**src/rtl/regfile_pkg.sv**
```systemverilog
// Shared defaults and the address type for the scoreboarded register file.
// The REGFILE_BYPASS_EN macro is consumed by regfile_read_port.sv.
package regfile_pkg;
  localparam int XLEN       = 32;
  localparam int REG_COUNT  = 32;
  localparam int REG_ADDR_W = 5;

  typedef logic [REG_ADDR_W-1:0] reg_addr_t;
endpackage

```
**src/rtl/regfile_read_port.sv**
```systemverilog
// One combinational read port: address mux, x0 override and, when
// REGFILE_BYPASS_EN is defined, same-cycle write-through forwarding.
module regfile_read_port
  import regfile_pkg::*;
#(
  parameter int WIDTH = XLEN,
  parameter int DEPTH = REG_COUNT,
  parameter int AW    = REG_ADDR_W
) (
  input  logic [DEPTH*WIDTH-1:0] i_regs,
  input  logic [DEPTH-1:0]       i_busy,
  input  logic                   i_wr_ena,
  input  logic [AW-1:0]          i_wr_addr,
  input  logic [WIDTH-1:0]       i_wr_data,
  input  logic [AW-1:0]          i_rd_addr,
  output logic [WIDTH-1:0]       o_rd_data,
  output logic                   o_rd_busy
);
  logic w_zero;

  assign w_zero = (i_rd_addr == '0);

`ifdef REGFILE_BYPASS_EN
  logic w_fwd;

  assign w_fwd = i_wr_ena && (i_wr_addr == i_rd_addr) && !w_zero;

  always_comb begin
    o_rd_data = i_regs[i_rd_addr*WIDTH +: WIDTH];
    o_rd_busy = i_busy[i_rd_addr];
    if (w_zero) begin
      o_rd_data = '0;
      o_rd_busy = 1'b0;
    end else if (w_fwd) begin
      o_rd_data = i_wr_data;
      o_rd_busy = 1'b0;
    end
  end
`else
  logic w_unused_bypass;

  assign w_unused_bypass = ^{i_wr_ena, i_wr_addr, i_wr_data};

  always_comb begin
    o_rd_data = i_regs[i_rd_addr*WIDTH +: WIDTH];
    o_rd_busy = i_busy[i_rd_addr];
    if (w_zero) begin
      o_rd_data = '0;
      o_rd_busy = 1'b0;
    end
  end
`endif
endmodule

```
**src/rtl/register_file_sb.sv**
```systemverilog
// Flop-based register file with a per-entry busy scoreboard, busy count and
// sticky double-reserve error. Optional forwarding via REGFILE_BYPASS_EN.
module register_file_sb
  import regfile_pkg::*;
#(
  parameter int WIDTH    = XLEN,
  parameter int DEPTH    = REG_COUNT,
  parameter int NUM_READ = 2,
  localparam int AW      = $clog2(DEPTH)
) (
  input  logic                      clk,
  input  logic                      rst,
  input  logic                      wr_ena,
  input  logic [AW-1:0]             wr_addr,
  input  logic [WIDTH-1:0]          wr_data,
  input  logic                      rsv_ena,
  input  logic [AW-1:0]             rsv_addr,
  input  logic [NUM_READ*AW-1:0]    rd_addr,
  output logic [NUM_READ*WIDTH-1:0] rd_data,
  output logic [NUM_READ-1:0]       rd_busy,
  output logic [AW:0]               busy_count,
  output logic                      sb_error
);
  logic [WIDTH-1:0]       r_regs [DEPTH];
  logic [DEPTH-1:0]       r_busy;
  logic [AW:0]            r_busy_count;
  logic                   r_sb_error;
  logic [DEPTH-1:0]       w_busy_nxt;
  logic [DEPTH*WIDTH-1:0] w_regs_flat;
  logic                   w_wr_hit;
  logic                   w_rsv_hit;
  logic                   w_dbl_rsv;

  function automatic logic [AW:0] popcount(input logic [DEPTH-1:0] v);
    logic [AW:0] n;
    n = '0;
    for (int i = 0; i < DEPTH; i++) n = n + {{AW{1'b0}}, v[i]};
    return n;
  endfunction

  assign w_wr_hit  = wr_ena && (wr_addr != '0);
  assign w_rsv_hit = rsv_ena && (rsv_addr != '0);
  // A reserve landing on an entry whose producer retires this same cycle is legal.
  assign w_dbl_rsv = w_rsv_hit && r_busy[rsv_addr] && !(w_wr_hit && wr_addr == rsv_addr);

  always_comb begin
    w_busy_nxt = r_busy;
    if (w_wr_hit) w_busy_nxt[wr_addr] = 1'b0;
    if (w_rsv_hit) w_busy_nxt[rsv_addr] = 1'b1;
  end

  always_ff @(posedge clk) begin
    if (rst) begin
      for (int i = 0; i < DEPTH; i++) r_regs[i] <= '0;
      r_busy       <= '0;
      r_busy_count <= '0;
      r_sb_error   <= 1'b0;
    end else begin
      if (w_wr_hit) r_regs[wr_addr] <= wr_data;
      r_busy       <= w_busy_nxt;
      r_busy_count <= popcount(w_busy_nxt);
      if (w_dbl_rsv) r_sb_error <= 1'b1;
    end
  end

  for (genvar g = 0; g < DEPTH; g++) begin : g_flat
    assign w_regs_flat[g*WIDTH +: WIDTH] = r_regs[g];
  end

  for (genvar p = 0; p < NUM_READ; p++) begin : g_rd
    regfile_read_port #(
      .WIDTH (WIDTH),
      .DEPTH (DEPTH),
      .AW    (AW)
    ) u_port (
      .i_regs    (w_regs_flat),
      .i_busy    (r_busy),
      .i_wr_ena  (wr_ena),
      .i_wr_addr (wr_addr),
      .i_wr_data (wr_data),
      .i_rd_addr (rd_addr[p*AW +: AW]),
      .o_rd_data (rd_data[p*WIDTH +: WIDTH]),
      .o_rd_busy (rd_busy[p])
    );
  end

  assign busy_count = r_busy_count;
  assign sb_error   = r_sb_error;
endmodule

```
**config.mk**
```make
export PLATFORM = sky130hd
export DESIGN_NAME = register_file_sb
export DESIGN_NICKNAME = d
export VERILOG_FILES = /design/src/rtl/regfile_pkg.sv /design/src/rtl/regfile_read_port.sv /design/src/rtl/register_file_sb.sv
export SDC_FILE = /design/constraint.sdc
export NUM_CORES = 2
export LEC_CHECK = 0
export BUFFER_PORTS_ARGS = -buffer_cell sky130_fd_sc_hd__buf_2
export CAP_MARGIN = 25
export CORE_MARGIN = 4
export CORE_UTILIZATION = 33
export DETAILED_ROUTE_END_ITERATION = 8
export GPL_TIMING_DRIVEN = 0
export PLACE_DENSITY = 0.53
export REMOVE_ABC_BUFFERS = 1
export SYNTH_ARGS = -nofsm -noshare
export SYNTH_HDL_FRONTEND = slang
export SYNTH_HIERARCHICAL = 1
export SYNTH_SLANG_ARGS = --single-unit
```
**constraint.sdc**
```tcl
create_clock -name clk -period 16.72 [get_ports clk]
set_input_delay 3.344 -clock clk [delete_from_list [all_inputs] [get_ports clk]]
set_output_delay 3.344 -clock clk [all_outputs]
set_load 0.02 [all_outputs]
```
==> metrics.md <==
| Metric | Value |
|---|---|
| Outcome | complete, no violations |
| Post-cts sizing count | 0 |
| DR vias/cell | 5.79 |
| Total track usage | 22.2% |
| Post-Syn Instances | 3969 |
| Hold Slack | 0.548 ns |
| Post-synth EDFFs | 1024 |
| Slowest-stage cell, CP | or4_4 |
| Site Rows | 154 |
| Die area | 184000 sq um |
| Achievable Freq | 92.2 MHz |
| Area Growth Syn to Fin | 12.2% |
| Sequential-to-total area share from yosys stat | 53.9% |
| Share of cells above drive strength 1 | 23.6% |
| #FFs+latches synth | 1063 |
| Clock sinks | 1063 |
| Avg Cell Area, Syn | 14.7 sq um |
| I/O pin count | 129 |
| Most common cell after layout, fill and taps aside | edfxtp_1 |
| Initial core utilization | 33.2% |
| Clock transition at path regs | 0.06 ns |
| Most used DFF post-synth | edfxtp_1 |
| CP Cell Sequence | buf_8 > buf_16 > buf_16 > buf_16 > or4_4 > o21ai_0 > a311oi_1 > buf_2 |
| Die width | 429 microns |
| Hold_buf cts | 0 |
| Tmin final | 10.84 ns |
| Post-CTS Repair Setup Buffers | 0 |
| Root Buffer | clkbuf_16 |
| Dpl cells | 6117 |
| Crit path largest cell delay | 0.81 ns |
| Max Cap Violations | 0 |
| Final Util | 37.2% |
| Post-synthesis async set-or-reset flop share | 0% |
| NumNets Final | 3984 |
| H-tree Lvls | 3 |
| DR vias | 36700 |
| Drt wl/cell | 32.9 microns |
| Fillers | 16500 |
| Tcrit/Tclk final | 64.8% |
| Drt drc | 0 |
| Pwr Total | 6.48 mW |
| Initial DRC count | 4824 |
| Mapped Area | 58500 sq um |
| Hold Path Class | flop to flop |
| Clock Latency Late Sink | 0.76 ns |
| Critical path startpoint category | input pin |
| IO Port Bufs | 128 |
| Final WL | 209000 microns |
| Pwr Density | 98.7 nW/um^2 |
| Synth top area share | 52.5% |
| First-pass GRT wire length | 291000 microns |
| DRT Pass-1 Iters | 5 |
| Largest net degree at the start of global routing | 92 |
| Area post-placement | 62000 sq um |
| CP endpoint kind | output port |
| GR peak layer | met2 |
| Final Hold Viols | 0 |
| TritonCTS clock tree | yes |
| Worst VDD drop | 0.0920 mV |
| Hpwl dp | 126000 microns |
| Clk buf depth | 3 |
| Commonest non-fill, non-tap cells in the layout | 1024 x edfxtp_1, 997 x and2_1, 428 x mux4_2 |
| Setup ws final | 5.88 ns |
| Critical Path AT | 7.50 ns |
| Relative slew slack | 27.4% |
| Top cells by area, synth | edfxtp_1 53%, mux4_2 16%, and2_1 11% |
| Initial antenna violation count | 37 |
| Crit-path max FO | 70 |
| Slew Viols, Final | 0 |
| Cts bufs inserted | 118 |
| Final setup viols | 0 |
| Finished Layout Cells | 6345 |
| Setup tns final | 0 ns |
| Netlist cell types | 57 |
| Core Area | 176000 sq um |
| Static leakage | 22.3 nW |
| Required time of the critical path | 13.38 ns |
| Synth warn | 6 |
| Met2 Usage GRT | 35.6% |
| RSZ-0062 raised after global routing | false |
| Post-DRT Antenna Nets | 0 |
| FF-to-FF setup slack | 11.47 ns |
| DP Worst Slack | 5.71 ns |
| GR Layer Usage met1 | 30.5% |
| Crit Path Category | input pin to output port |
| Final Cell Area | 65700 sq um |
| Grt ovf | 0 |
| Worst-margin pin slew | 1.08 ns |
| GR met3 Demand/Resource | 4.35% |
| Placer congestion estimate | 0.804 |
| Die span in y | 429 microns |
| Most frequent CP cell | buf_16 |
| Clock skew | 0.00634 ns |
| Vias in the first global route | 37200 |
| Post-synth top area cell | edfxtp_1 |
-- synth_stat cells (65+ instances only) --
| library cell | number |
|---|---|
| a311oi_1 | 65 |
| nor2b_1 | 96 |
| clkbuf_1 | 227 |
| a22oi_1 | 78 |
| nand2_1 | 76 |
| mux2_2 | 68 |
| buf_2 | 75 |
| mux2i_1 | 142 |
| and2_1 | 999 |
| mux4_2 | 428 |
| buf_6 | 67 |
| edfxtp_1 | 1024 |
| a211oi_1 | 67 |
-- power by group --
| part | internal [mW] | switching (mW) | total (mW) | leakage, nW |
|---|---|---|---|---|
| combinational | 0.328 | 0.493 | 0.821 | 10.5 |
| clock | 1.40 | 1.13 | 2.52 | 1.76 |
| sequential | 3.07 | 0.0667 | 3.13 | 10.1 |
| total | 4.79 | 1.69 | 6.48 | 22.3 |
-- critical path: cells and delay by family --
family	cells	cell delay (ns)
buf+inv	5	1.94
compound gates	2	1.09
simple gates	1	0.81
-- kinds of logic (layout without fill, tap and decap cells) --
| kind of cell | after synthesis | after routing | synth area share, % |
|---|---|---|---|
| buffers and inverters | 455 | 447 | 4.33 |
| xor gates and xnor gates | 7 | 7 | 0.105 |
| other | 1 | 45 | 0.00641 |
| muxes | 674 | 674 | 21.8 |
| DFF | 1063 | 1063 | 53.9 |
| AOI/OAI and AO/OA | 424 | 424 | 5.33 |
| adders and majority gates | 31 | 31 | 0.971 |
| and+or+nand+nor | 1314 | 1314 | 13.6 |
-- state kept, by name, summed over array words and instances (netlist names) --
register	count
busy_count	6
r_busy	32
r_regs	1024
sb_error	1
-- area by class of cell --
type / count / area (sq um) / area share [%]
Sequential cell: 1063 / 31500 / 48.0
Antenna cell: 13 / 32.5 / 0.0495
Tap cell: 2340 / 2930 / 4.46
Clock buffer: 151 / 3100 / 4.72
Timing Repair Buffer: 203 / 2430 / 3.70
Inverter: 29 / 119 / 0.181
Multi-Input combinational cell: 2482 / 25000 / 38.1
Clock inverter: 64 / 518 / 0.789
-- path summary, 6_finish.rpt --
path / from / end / cells after the start
hold / removal: r_busy[0]$_SDFF_PP0_ / r_busy[0]$_SDFF_PP0_ / 1
setup reg to reg: r_busy[25]$_SDFF_PP0_ / busy_count[4]$_SDFF_PP0_ / 18
setup / recovery: rd_addr[1] / rd_data[31] / 8
hold reg to reg: r_busy[0]$_SDFF_PP0_ / r_busy[0]$_SDFF_PP0_ / 1
-- metal layers --
| layer | part of all wire, % | up-vias |
|---|---|---|
| met5 | 0.018 | - |
| li1 | - | 15100 |
| met1 | 41 | 19300 |
| met3 | 8.6 | 426 |
| met4 | 3.4 | 6 |
| met2 | 47 | 1889 |
Power figures use the tool's default switching activity.
